`config.mk`:
```
export PLATFORM = sky130hd
export DESIGN_NAME = uart_cmd_decoder
export DESIGN_NICKNAME = d
export VERILOG_FILES = /design/src/rtl/uart_cmd_pkg.sv /design/src/rtl/uart_cmd_buf.sv /design/src/rtl/uart_cmd_decoder.sv
export SDC_FILE = /design/constraint.sdc
export NUM_CORES = 1
export LEC_CHECK = 0
export BUFFER_PORTS_ARGS = -buffer_cell sky130_fd_sc_hd__buf_4
export CORE_UTILIZATION = 50
export DETAILED_ROUTE_END_ITERATION = 10
export HOLD_SLACK_MARGIN = 0.05
export PLACE_DENSITY = 0.74
export RECOVER_POWER = 25
export SYNTH_ARGS = -nofsm -noshare
export SYNTH_HDL_FRONTEND = slang
export SYNTH_SLANG_ARGS = --single-unit
```
`constraint.sdc`:
```
create_clock -name clk -period 1.91 [get_ports clk]
set_input_delay 0 -clock clk [delete_from_list [all_inputs] [get_ports clk]]
set_output_delay 0 -clock clk [all_outputs]
set_load 0.005 [all_outputs]
```
`src/rtl/uart_cmd_pkg.sv`:
```
// -----------------------------------------------------------------------------
// uart_cmd_pkg
// Shared types and helpers for the UART command decoder.
//   state_t      : frame sequencing states of the decoder FSM
//   err_code_t   : error codes reported on o_err_code
//   SYNC_BYTE_DEFAULT : default frame start marker
//   timeout_clks : inter-byte timeout length in clocks
// -----------------------------------------------------------------------------
package uart_cmd_pkg;

  typedef enum logic [2:0] {
    ST_IDLE    = 3'd0,
    ST_CMD     = 3'd1,
    ST_LEN     = 3'd2,
    ST_PAYLOAD = 3'd3,
    ST_CSUM    = 3'd4,
    ST_HOLD    = 3'd5
  } state_t;

  typedef enum logic [1:0] {
    ERR_OVERRUN = 2'd0,
    ERR_LEN     = 2'd1,
    ERR_CSUM    = 2'd2,
    ERR_TIMEOUT = 2'd3
  } err_code_t;

  localparam logic [7:0] SYNC_BYTE_DEFAULT = 8'hA5;

  // One byte time on the wire is 10 bit periods (start + 8 data + stop).
  function automatic int unsigned timeout_clks(input int unsigned clks_per_bit,
                                               input int unsigned timeout_bytes);
    return timeout_bytes * 10 * clks_per_bit;
  endfunction

endpackage

```
`src/rtl/uart_cmd_buf.sv`:
```
// -----------------------------------------------------------------------------
// uart_cmd_buf
// Payload storage: DEPTH x 8 register array, synchronous write, asynchronous
// read. Cleared by reset.
//   clk, rst_n  : clock, asynchronous active-low reset
//   wr_en_i     : write strobe
//   wr_idx_i    : write index
//   wr_data_i   : write data
//   rd_idx_i    : read index
//   rd_data_o   : combinational read data (0 for indices beyond DEPTH)
// -----------------------------------------------------------------------------
module uart_cmd_buf #(
  parameter int DEPTH = 16,
  parameter int IW    = 4
) (
  input  logic          clk,
  input  logic          rst_n,
  input  logic          wr_en_i,
  input  logic [IW-1:0] wr_idx_i,
  input  logic [7:0]    wr_data_i,
  input  logic [IW-1:0] rd_idx_i,
  output logic [7:0]    rd_data_o
);

  logic [7:0] mem_q [DEPTH];

  always_ff @(posedge clk or negedge rst_n) begin
    if (!rst_n) begin
      for (int i = 0; i < DEPTH; i++) begin
        mem_q[i] <= '0;
      end
    end else if (wr_en_i) begin
      mem_q[wr_idx_i] <= wr_data_i;
    end
  end

  always_comb begin
    rd_data_o = '0;
    if (int'(rd_idx_i) < DEPTH) begin
      rd_data_o = mem_q[rd_idx_i];
    end
  end

endmodule

```
`src/rtl/uart_cmd_decoder.sv`:
```
// -----------------------------------------------------------------------------
// uart_cmd_decoder
// Frame-level controller behind a UART receiver. Hunts for SYNC_BYTE, then
// sequences CMD, LEN, LEN payload bytes and an XOR checksum. A validated frame
// is presented on o_cmd/o_len with the payload readable through i_rd_idx.
//
// Ports:
//   clk, rst_n    : clock, asynchronous active-low reset
//   i_RX_DV       : one-cycle byte strobe from the receiver
//   i_RX_Byte     : received byte, qualified by i_RX_DV
//   o_cmd_valid   : validated command available (held until acked)
//   i_cmd_ack     : consumer accepts the command
//   o_cmd, o_len  : command byte and payload length of the held command
//   i_rd_idx      : payload read index
//   o_rd_data     : payload byte at i_rd_idx (combinational)
//   o_err         : one-cycle error pulse
//   o_err_code    : code of the most recent error (err_code_t)
//   o_dbg_state   : current FSM state, for observation only
//
// Handshake: o_cmd_valid rises the cycle after a matching checksum byte and
// stays high, with o_cmd/o_len/payload frozen, until a cycle in which
// i_cmd_ack is high; o_cmd_valid is low on the following cycle. i_cmd_ack is
// ignored while o_cmd_valid is low.
// -----------------------------------------------------------------------------
module uart_cmd_decoder
  import uart_cmd_pkg::*;
#(
  parameter  int         CLKS_PER_BIT  = 434,
  parameter  int         MAX_LEN       = 16,
  parameter  int         TIMEOUT_BYTES = 4,
  parameter  logic [7:0] SYNC_BYTE     = SYNC_BYTE_DEFAULT,
  localparam int         LW            = $clog2(MAX_LEN + 1),
  localparam int         IW            = $clog2(MAX_LEN)
) (
  input  logic          clk,
  input  logic          rst_n,
  input  logic          i_RX_DV,
  input  logic [7:0]    i_RX_Byte,
  output logic          o_cmd_valid,
  input  logic          i_cmd_ack,
  output logic [7:0]    o_cmd,
  output logic [LW-1:0] o_len,
  input  logic [IW-1:0] i_rd_idx,
  output logic [7:0]    o_rd_data,
  output logic          o_err,
  output logic [1:0]    o_err_code,
  output state_t        o_dbg_state
);

  localparam int unsigned TMO_CLKS = timeout_clks(CLKS_PER_BIT, TIMEOUT_BYTES);
  localparam int unsigned TMO_LAST = TMO_CLKS - 1;
  localparam int          TW       = $clog2(TMO_CLKS);

  state_t        state_q, state_d;
  logic [7:0]    cmd_q, cmd_d;          // command of the frame in progress
  logic [LW-1:0] len_q, len_d;          // length of the frame in progress
  logic [IW-1:0] idx_q, idx_d;          // payload write index
  logic [7:0]    csum_q, csum_d;        // running XOR
  logic [7:0]    out_cmd_q, out_cmd_d;
  logic [LW-1:0] out_len_q, out_len_d;
  logic          err_q, err_d;
  err_code_t     err_code_q, err_code_d;
  logic [TW-1:0] tmo_q, tmo_d;

  logic          wr_en;
  logic          in_frame;

  // Timeout only matters once a sync byte has been seen and before the
  // command is handed off.
  assign in_frame = (state_q == ST_CMD) || (state_q == ST_LEN) ||
                    (state_q == ST_PAYLOAD) || (state_q == ST_CSUM);

  always_ff @(posedge clk or negedge rst_n) begin
    if (!rst_n) begin
      state_q    <= ST_IDLE;
      cmd_q      <= '0;
      len_q      <= '0;
      idx_q      <= '0;
      csum_q     <= '0;
      out_cmd_q  <= '0;
      out_len_q  <= '0;
      err_q      <= 1'b0;
      err_code_q <= ERR_OVERRUN;
      tmo_q      <= '0;
    end else begin
      state_q    <= state_d;
      cmd_q      <= cmd_d;
      len_q      <= len_d;
      idx_q      <= idx_d;
      csum_q     <= csum_d;
      out_cmd_q  <= out_cmd_d;
      out_len_q  <= out_len_d;
      err_q      <= err_d;
      err_code_q <= err_code_d;
      tmo_q      <= tmo_d;
    end
  end

  always_comb begin
    state_d    = state_q;
    cmd_d      = cmd_q;
    len_d      = len_q;
    idx_d      = idx_q;
    csum_d     = csum_q;
    out_cmd_d  = out_cmd_q;
    out_len_d  = out_len_q;
    err_d      = 1'b0;
    err_code_d = err_code_q;
    tmo_d      = '0;
    wr_en      = 1'b0;

    if (in_frame && !i_RX_DV) begin
      tmo_d = tmo_q + TW'(1);
    end

    unique case (state_q)
      ST_IDLE: begin
        if (i_RX_DV && (i_RX_Byte == SYNC_BYTE)) begin
          state_d = ST_CMD;
        end
      end

      ST_CMD: begin
        if (i_RX_DV) begin
          cmd_d   = i_RX_Byte;
          csum_d  = i_RX_Byte;
          state_d = ST_LEN;
        end
      end

      ST_LEN: begin
        if (i_RX_DV) begin
          if (int'(i_RX_Byte) > MAX_LEN) begin
            err_d      = 1'b1;
            err_code_d = ERR_LEN;
            state_d    = ST_IDLE;
          end else begin
            len_d   = i_RX_Byte[LW-1:0];
            csum_d  = csum_q ^ i_RX_Byte;
            idx_d   = '0;
            state_d = (i_RX_Byte == 8'd0) ? ST_CSUM : ST_PAYLOAD;
          end
        end
      end

      ST_PAYLOAD: begin
        if (i_RX_DV) begin
          wr_en  = 1'b1;
          csum_d = csum_q ^ i_RX_Byte;
          idx_d  = idx_q + IW'(1);
          if ((LW'(idx_q) + LW'(1)) == len_q) begin
            state_d = ST_CSUM;
          end
        end
      end

      ST_CSUM: begin
        if (i_RX_DV) begin
          if (i_RX_Byte == csum_q) begin
            out_cmd_d = cmd_q;
            out_len_d = len_q;
            state_d   = ST_HOLD;
          end else begin
            err_d      = 1'b1;
            err_code_d = ERR_CSUM;
            state_d    = ST_IDLE;
          end
        end
      end

      ST_HOLD: begin
        // Bytes arriving while a command is pending are lost; this includes
        // the ack cycle, so such a byte can never start a new frame.
        if (i_RX_DV) begin
          err_d      = 1'b1;
          err_code_d = ERR_OVERRUN;
        end
        if (i_cmd_ack) begin
          state_d = ST_IDLE;
        end
      end

      default: begin
        state_d = ST_IDLE;
      end
    endcase

    // A strobe in the expiry cycle takes precedence over the timeout.
    if (in_frame && !i_RX_DV && (tmo_q == TW'(TMO_LAST))) begin
      err_d      = 1'b1;
      err_code_d = ERR_TIMEOUT;
      state_d    = ST_IDLE;
      tmo_d      = '0;
    end
  end

  uart_cmd_buf #(
    .DEPTH (MAX_LEN),
    .IW    (IW)
  ) u_buf (
    .clk       (clk),
    .rst_n     (rst_n),
    .wr_en_i   (wr_en),
    .wr_idx_i  (idx_q),
    .wr_data_i (i_RX_Byte),
    .rd_idx_i  (i_rd_idx),
    .rd_data_o (o_rd_data)
  );

  assign o_cmd_valid = (state_q == ST_HOLD);
  assign o_cmd       = out_cmd_q;
  assign o_len       = out_len_q;
  assign o_err       = err_q;
  assign o_err_code  = err_code_q;
  assign o_dbg_state = state_q;

endmodule

```
After elaboration in Yosys (flattened, before gate mapping) --
Index checks and enable logic that the tools add are counted.
Word-level totals: bits in registers 187, word-level logic and storage cells 124, input port bits 16
Operators by class: add/sub/neg operators 3, equal/unequal tests 23, $lt $le $gt $ge 4, reductions and logical operators 20, mux-type cells 44, bitwise gates (word level) 4
Operator list (count):
- $bwmux 128 | 1
- $mux 8 | 7
- $mux 3 | 11
- $bmux 8 s4 | 1
- $demux 8 s4 | 1
- $mux 15 | 2
- $pmux 8 s3 | 1
- $ne 3x2->1 const B | 6
- $pmux 3 s6 | 1
- $add 15x1->15 const B | 1
- $eq 15x15->1 const B | 1
- $mux 2 | 6
- $mux 4 | 3
- $ge 5x5->1 const B | 2
- $not 4->5 | 2
- $ne 3x1->1 const B | 3
- $eq 8x8->1 | 1
- $eq 8x8->1 const B | 1
- $gt 8x5->1 const B | 1
- $logic_not 8->1 | 1
- $ne 2x2->1 const B | 4
- $pmux 4 s2 | 1
- $xor 8x8->8 | 1
- $mux 1 | 7
- other kinds (24) | 32

Depth between registers and ports, before layout --
depth after elaboration 8, mapped depth 7, depth with buffers taken out 6

By module --
Synthesis repeated with hierarchy kept, for this count alone.
Unflattened totals: cell total of the unflattened synthesis 634, area, all modules 8909.8 um^2
Modules (own cells, without submodules):
- uart_cmd_buf | times used 1, area each 5915.7 um^2, cells each 365
- uart_cmd_decoder | times used 1, area each 2994.1 um^2, cells each 269

Least setup slack after synthesis --
Ideal clock, no wire load.
kind flip-flop to flip-flop, start point register state_q[1] (netlist: o_dbg_state[1]), end point register out_cmd_q[0] (netlist: o_cmd[0]), period minus slack after synthesis 1914 ps, data arrival time 1788 ps, slack -4 ps, stages on the path, launching flop included 8, required time 1785 ps, cells stage by stage dfrtp_1 > buf_6 > nor2b_4 > nand3_1 > or4_4 > buf_6 > buf_12 > mux2_4
On the way: word-level cells in the longest chain between the ends 2
RTL lines:
- from (decl) | RTL line uart_cmd_decoder.sv:54 | state_t state_q, state_d;
- from (signal assigned) | RTL line uart_cmd_decoder.sv:86 | state_q <= state_d;
- $eq 3x3->1 | RTL line uart_cmd_decoder.sv:116 | unique case (state_q)
- $reduce_and 3->1 (no line)
- to (signal assigned) | RTL line uart_cmd_decoder.sv:91 | out_cmd_q <= out_cmd_d;
- to (decl) | RTL line uart_cmd_decoder.sv:59 | logic [7:0] out_cmd_q, out_cmd_d;
Every way passes these cells. A chain may end at the register's enable or synchronous reset.

Worst setup path in the final report --
start point register u_buf.mem_q[3] in the netlist's numbering, end point output o_rd_data[3]
On the way: word-level cells in the longest chain between the ends 3
RTL lines:
- from (decl) | RTL line uart_cmd_buf.sv:25 | logic [7:0] mem_q [DEPTH];
- from (signal, indexed assignment) | RTL line uart_cmd_buf.sv:33 | mem_q[wr_idx_i] <= wr_data_i;
- $bmux 8 s4 | RTL line uart_cmd_buf.sv:40 | rd_data_o = mem_q[rd_idx_i];
- $mux 8 (not written as such) (2 in series) | RTL line uart_cmd_buf.sv:40
- to (decl) | RTL line uart_cmd_decoder.sv:44 | output logic [7:0] o_rd_data,
Every way passes these cells. The select of a mux whose other input is x is not followed.

==> flow_summary.json <==
{
  "cts_tree": "yes",
  "htreeDepth": 4,
  "grt_overflow_total": 0,
  "required_ns": 1.91,
  "grt_max_degree": 77,
  "grtUsageMet2_pct": 37.3,
  "leakagePower_nw": 4.96,
  "dp_slack_ns": -0.0881,
  "start_util_pct": 51.3,
  "power_mw": 13.4,
  "syn_area_per_cell_um2": 14.0,
  "n_fill_cell": 1256,
  "wl_per_cell_um": 21.2,
  "skew_ns": 0.00812,
  "numCtsBuffers": 17,
  "dieWidth_um": 135,
  "core_area_mm2": 0.0173,
  "clockBufferDepth": 2,
  "crit_arrival_ns": 2.01,
  "grt.busiest_layer": "met2",
  "worst-setup-path-type": "reg2out",
  "ys_types": 56,
  "ys_warn_count": 0,
  "slew_violations": 0,
  "min_path_type": "in2reg",
  "failed_checks": "negative setup slack",
  "antenna_found_initial": 0,
  "syn_area_mm2": 0.00887,
  "grt_pass1_wl_um": 32300,
  "die_y_um": 135,
  "seq_area_frac_synth_pct": 52.7,
  "viasPerCell": 5.97,
  "postSynthNetCount": 657,
  "cts.sink_count": 187,
  "clock_latency_ns": 0.43,
  "diodes": 0,
  "ys_dominant_reg_cell": "dfrtp_1",
  "cap_violations": 0,
  "layout_setup_ws_ns": -0.0998,
  "ys_ff_latch": 187,
  "firstDrtPassIters": 5,
  "hold_violations": 0,
  "endpoint_kind": "output port",
  "layout_min_cycle_time_ns": 2.01,
  "worst_hold_slack_ns": 0.0847,
  "vias": 5667,
  "drc_errors": 0,
  "hpwl_um": 13300,
  "setup_viol": 8,
  "synthArstFlopShare_pct": 100,
  "worst-slew-pin-transition_ns": 1.31,
  "dieArea_mm2": 0.0183,
  "timing.fmax_mhz": 498,
  "grt_pass1_vias": 5978,
  "drive_above_1_share_pct": 46.1,
  "relSlewSlack_pct": 12.9,
  "wl_um": 20100,
  "root_buffer": "clkbuf_16",
  "gp_congestion": 0.868,
  "crit_fanout": 2,
  "rows": 48,
  "num_io_pins": 44,
  "use_met3_pct": 5.42,
  "ant_nets": 0,
  "io_buffers": 43,
  "status": "complete, but fails checks",
  "drt_iter0_drc": 347,
  "rsz0062_at_grt": "true",
  "final_nets": 733,
  "power_density_mw_per_mm2": 1270,
  "cp-start-kind": "flip-flop",
  "clk_pin_slew_ns": 0.07,
  "synth_edf_count": 0,
  "ir_worst_vdd_mv": 0.693,
  "synth_cells": 636,
  "grtUsageTotal_pct": 23.6,
  "fin_crit_sh_pct": 105,
  "area_growth_pct": 18.7,
  "grt_use_met1_pct": 32.6
}
registers in the layout, summed over array words and instances (netlist names):
name         flops
o_err_code       2
cmd_q            8
tmo_q           15
o_cmd            8
o_len            5
o_dbg_state      3
csum_q           8
idx_q            4
o_err            1
u_buf.mem_q    128
len_q            5
per-stage QoR:
| stage | util (%) | setup TNS (ns) | cells | cell area [um^2] |
|---|---|---|---|---|
| after global routing | 60.9 | -1.20 | 949 | 10500 |
| final | 60.9 | -0.475 | 949 | 10500 |
| after detailed placement | 55.8 | -2.40 | 899 | 9660 |
| after CTS | 60.3 | -0.672 | 942 | 10400 |
| after global placement | 55.8 | -1.92 | 899 | 9660 |
| after floorplan | - | 0 | 636 | 8880 |
routing by layer:
| layer | vias up | routed length, um |
|---|---|---|
| met4 | 0 | 339 |
| met1 | 2999 | 8850 |
| met3 | 30 | 982 |
| met2 | 164 | 9970 |
| met5 | - | 0 |
| li1 | 2474 | - |
cells by family (layout without fill, tap and decap cells):
kind of cell	Yosys count	count (layout)	share of synthesized area, %
XOR/XNOR	25	25	2.47
buffers and inverters	53	140	2.95
multiplexers	200	200	30.7
AND/OR/NAND/NOR	115	116	6.60
flip-flops	187	187	52.7
AO/OA/AOI/OAI	51	51	3.81
adder cells (fa/ha/maj)	5	5	0.705
synthesized netlist by cell type, types with 3 or more instances:
cell / number / share of area, %
nor3_1: 10 / 0.56
xnor2_1: 20 / 2.0
mux2i_1: 10 / 1.1
mux2_2: 136 / 17
o31ai_1: 3 / 0.25
mux2_1: 4 / 0.51
nand4_1: 5 / 0.35
buf_6: 3 / 0.38
a21oi_1: 21 / 1.2
inv_1: 7 / 0.30
clkbuf_1: 24 / 1.0
nand2_1: 34 / 1.4
nor2_1: 24 / 1.0
nand3_1: 13 / 0.73
nor2b_1: 3 / 0.21
buf_2: 13 / 0.73
o21ai_0: 6 / 0.34
mux4_2: 40 / 10
mux2_4: 10 / 1.7
xor2_1: 5 / 0.49
or4_1: 3 / 0.25
dfrtp_1: 187 / 53
and2_1: 4 / 0.28
and3_1: 5 / 0.35
a31oi_1: 4 / 0.28
ha_1: 5 / 0.71
worst paths after layout:
kind	from	endpoint	slack, ns	depth (start not counted)
min in group asynchronous	rst_n	u_buf.mem_q[95]$_DFFE_PN0P_	0.40	2
worst min register to register	tmo_q[0]$_DFF_PN0_	tmo_q[0]$_DFF_PN0_	0.47	1
worst min-delay path	i_RX_Byte[2]	csum_q[2]$_DFFE_PN0P_	0.08	3
worst max-delay path	u_buf.mem_q[3]$_DFFE_PN0P_	o_rd_data[3]	-0.1	3
max in group asynchronous	rst_n	len_q[2]$_DFFE_PN0P_	0.34	3
worst max register to register	csum_q[5]$_DFFE_PN0P_	o_cmd[7]$_DFFE_PN0P_	0.02	4
where the power goes:
part	leakage, nW	internal (mW)	switching (mW)
registers	2.51	5.07	0.756
clock network	0.302	2.25	1.48
logic	2.15	2.18	1.70
total	4.96	9.50	3.94
timing repair:
action	in CTS	in global routing
hold buffers	8	0
buffers inserted	4	6
hold endpoints to repair	219	0
pin swaps	0	3
gates resized for setup	13	16
endpoints found under the setup margin	53	125
cloned	0	1
critical path, stage by stage, from the launching register on:
cell and delay, ns:
dfrtp_1 0.38, mux4_2 0.52, mux4_2 0.54, buf_6 0.14
cell usage in the layout, fill, tap and decap left out, types with 10 or more instances in the layout:
cell	instances
mux4_2	40
mux2_2	136
dfrtp_1	184
buf_4	73
nand3_1	10
mux2i_1	10
nor2_1	23
xnor2_1	20
nand2_1	29
a21oi_1	21
buf_6	12
mux2_4	10
clkbuf_16	17
final cells by class:
cell class | count | area [um^2] | share of cell area (%)
clock buffers | 20 | 457 | 4.33
clock inverters | 11 | 168 | 1.59
inverters | 8 | 30.0 | 0.285
multi-input cells | 397 | 4010 | 38.0
flip-flops and latches | 187 | 4680 | 44.5
well taps | 225 | 282 | 2.67
repair buffers | 101 | 908 | 8.62
Note: power is estimated with default switching activity, not from simulation.
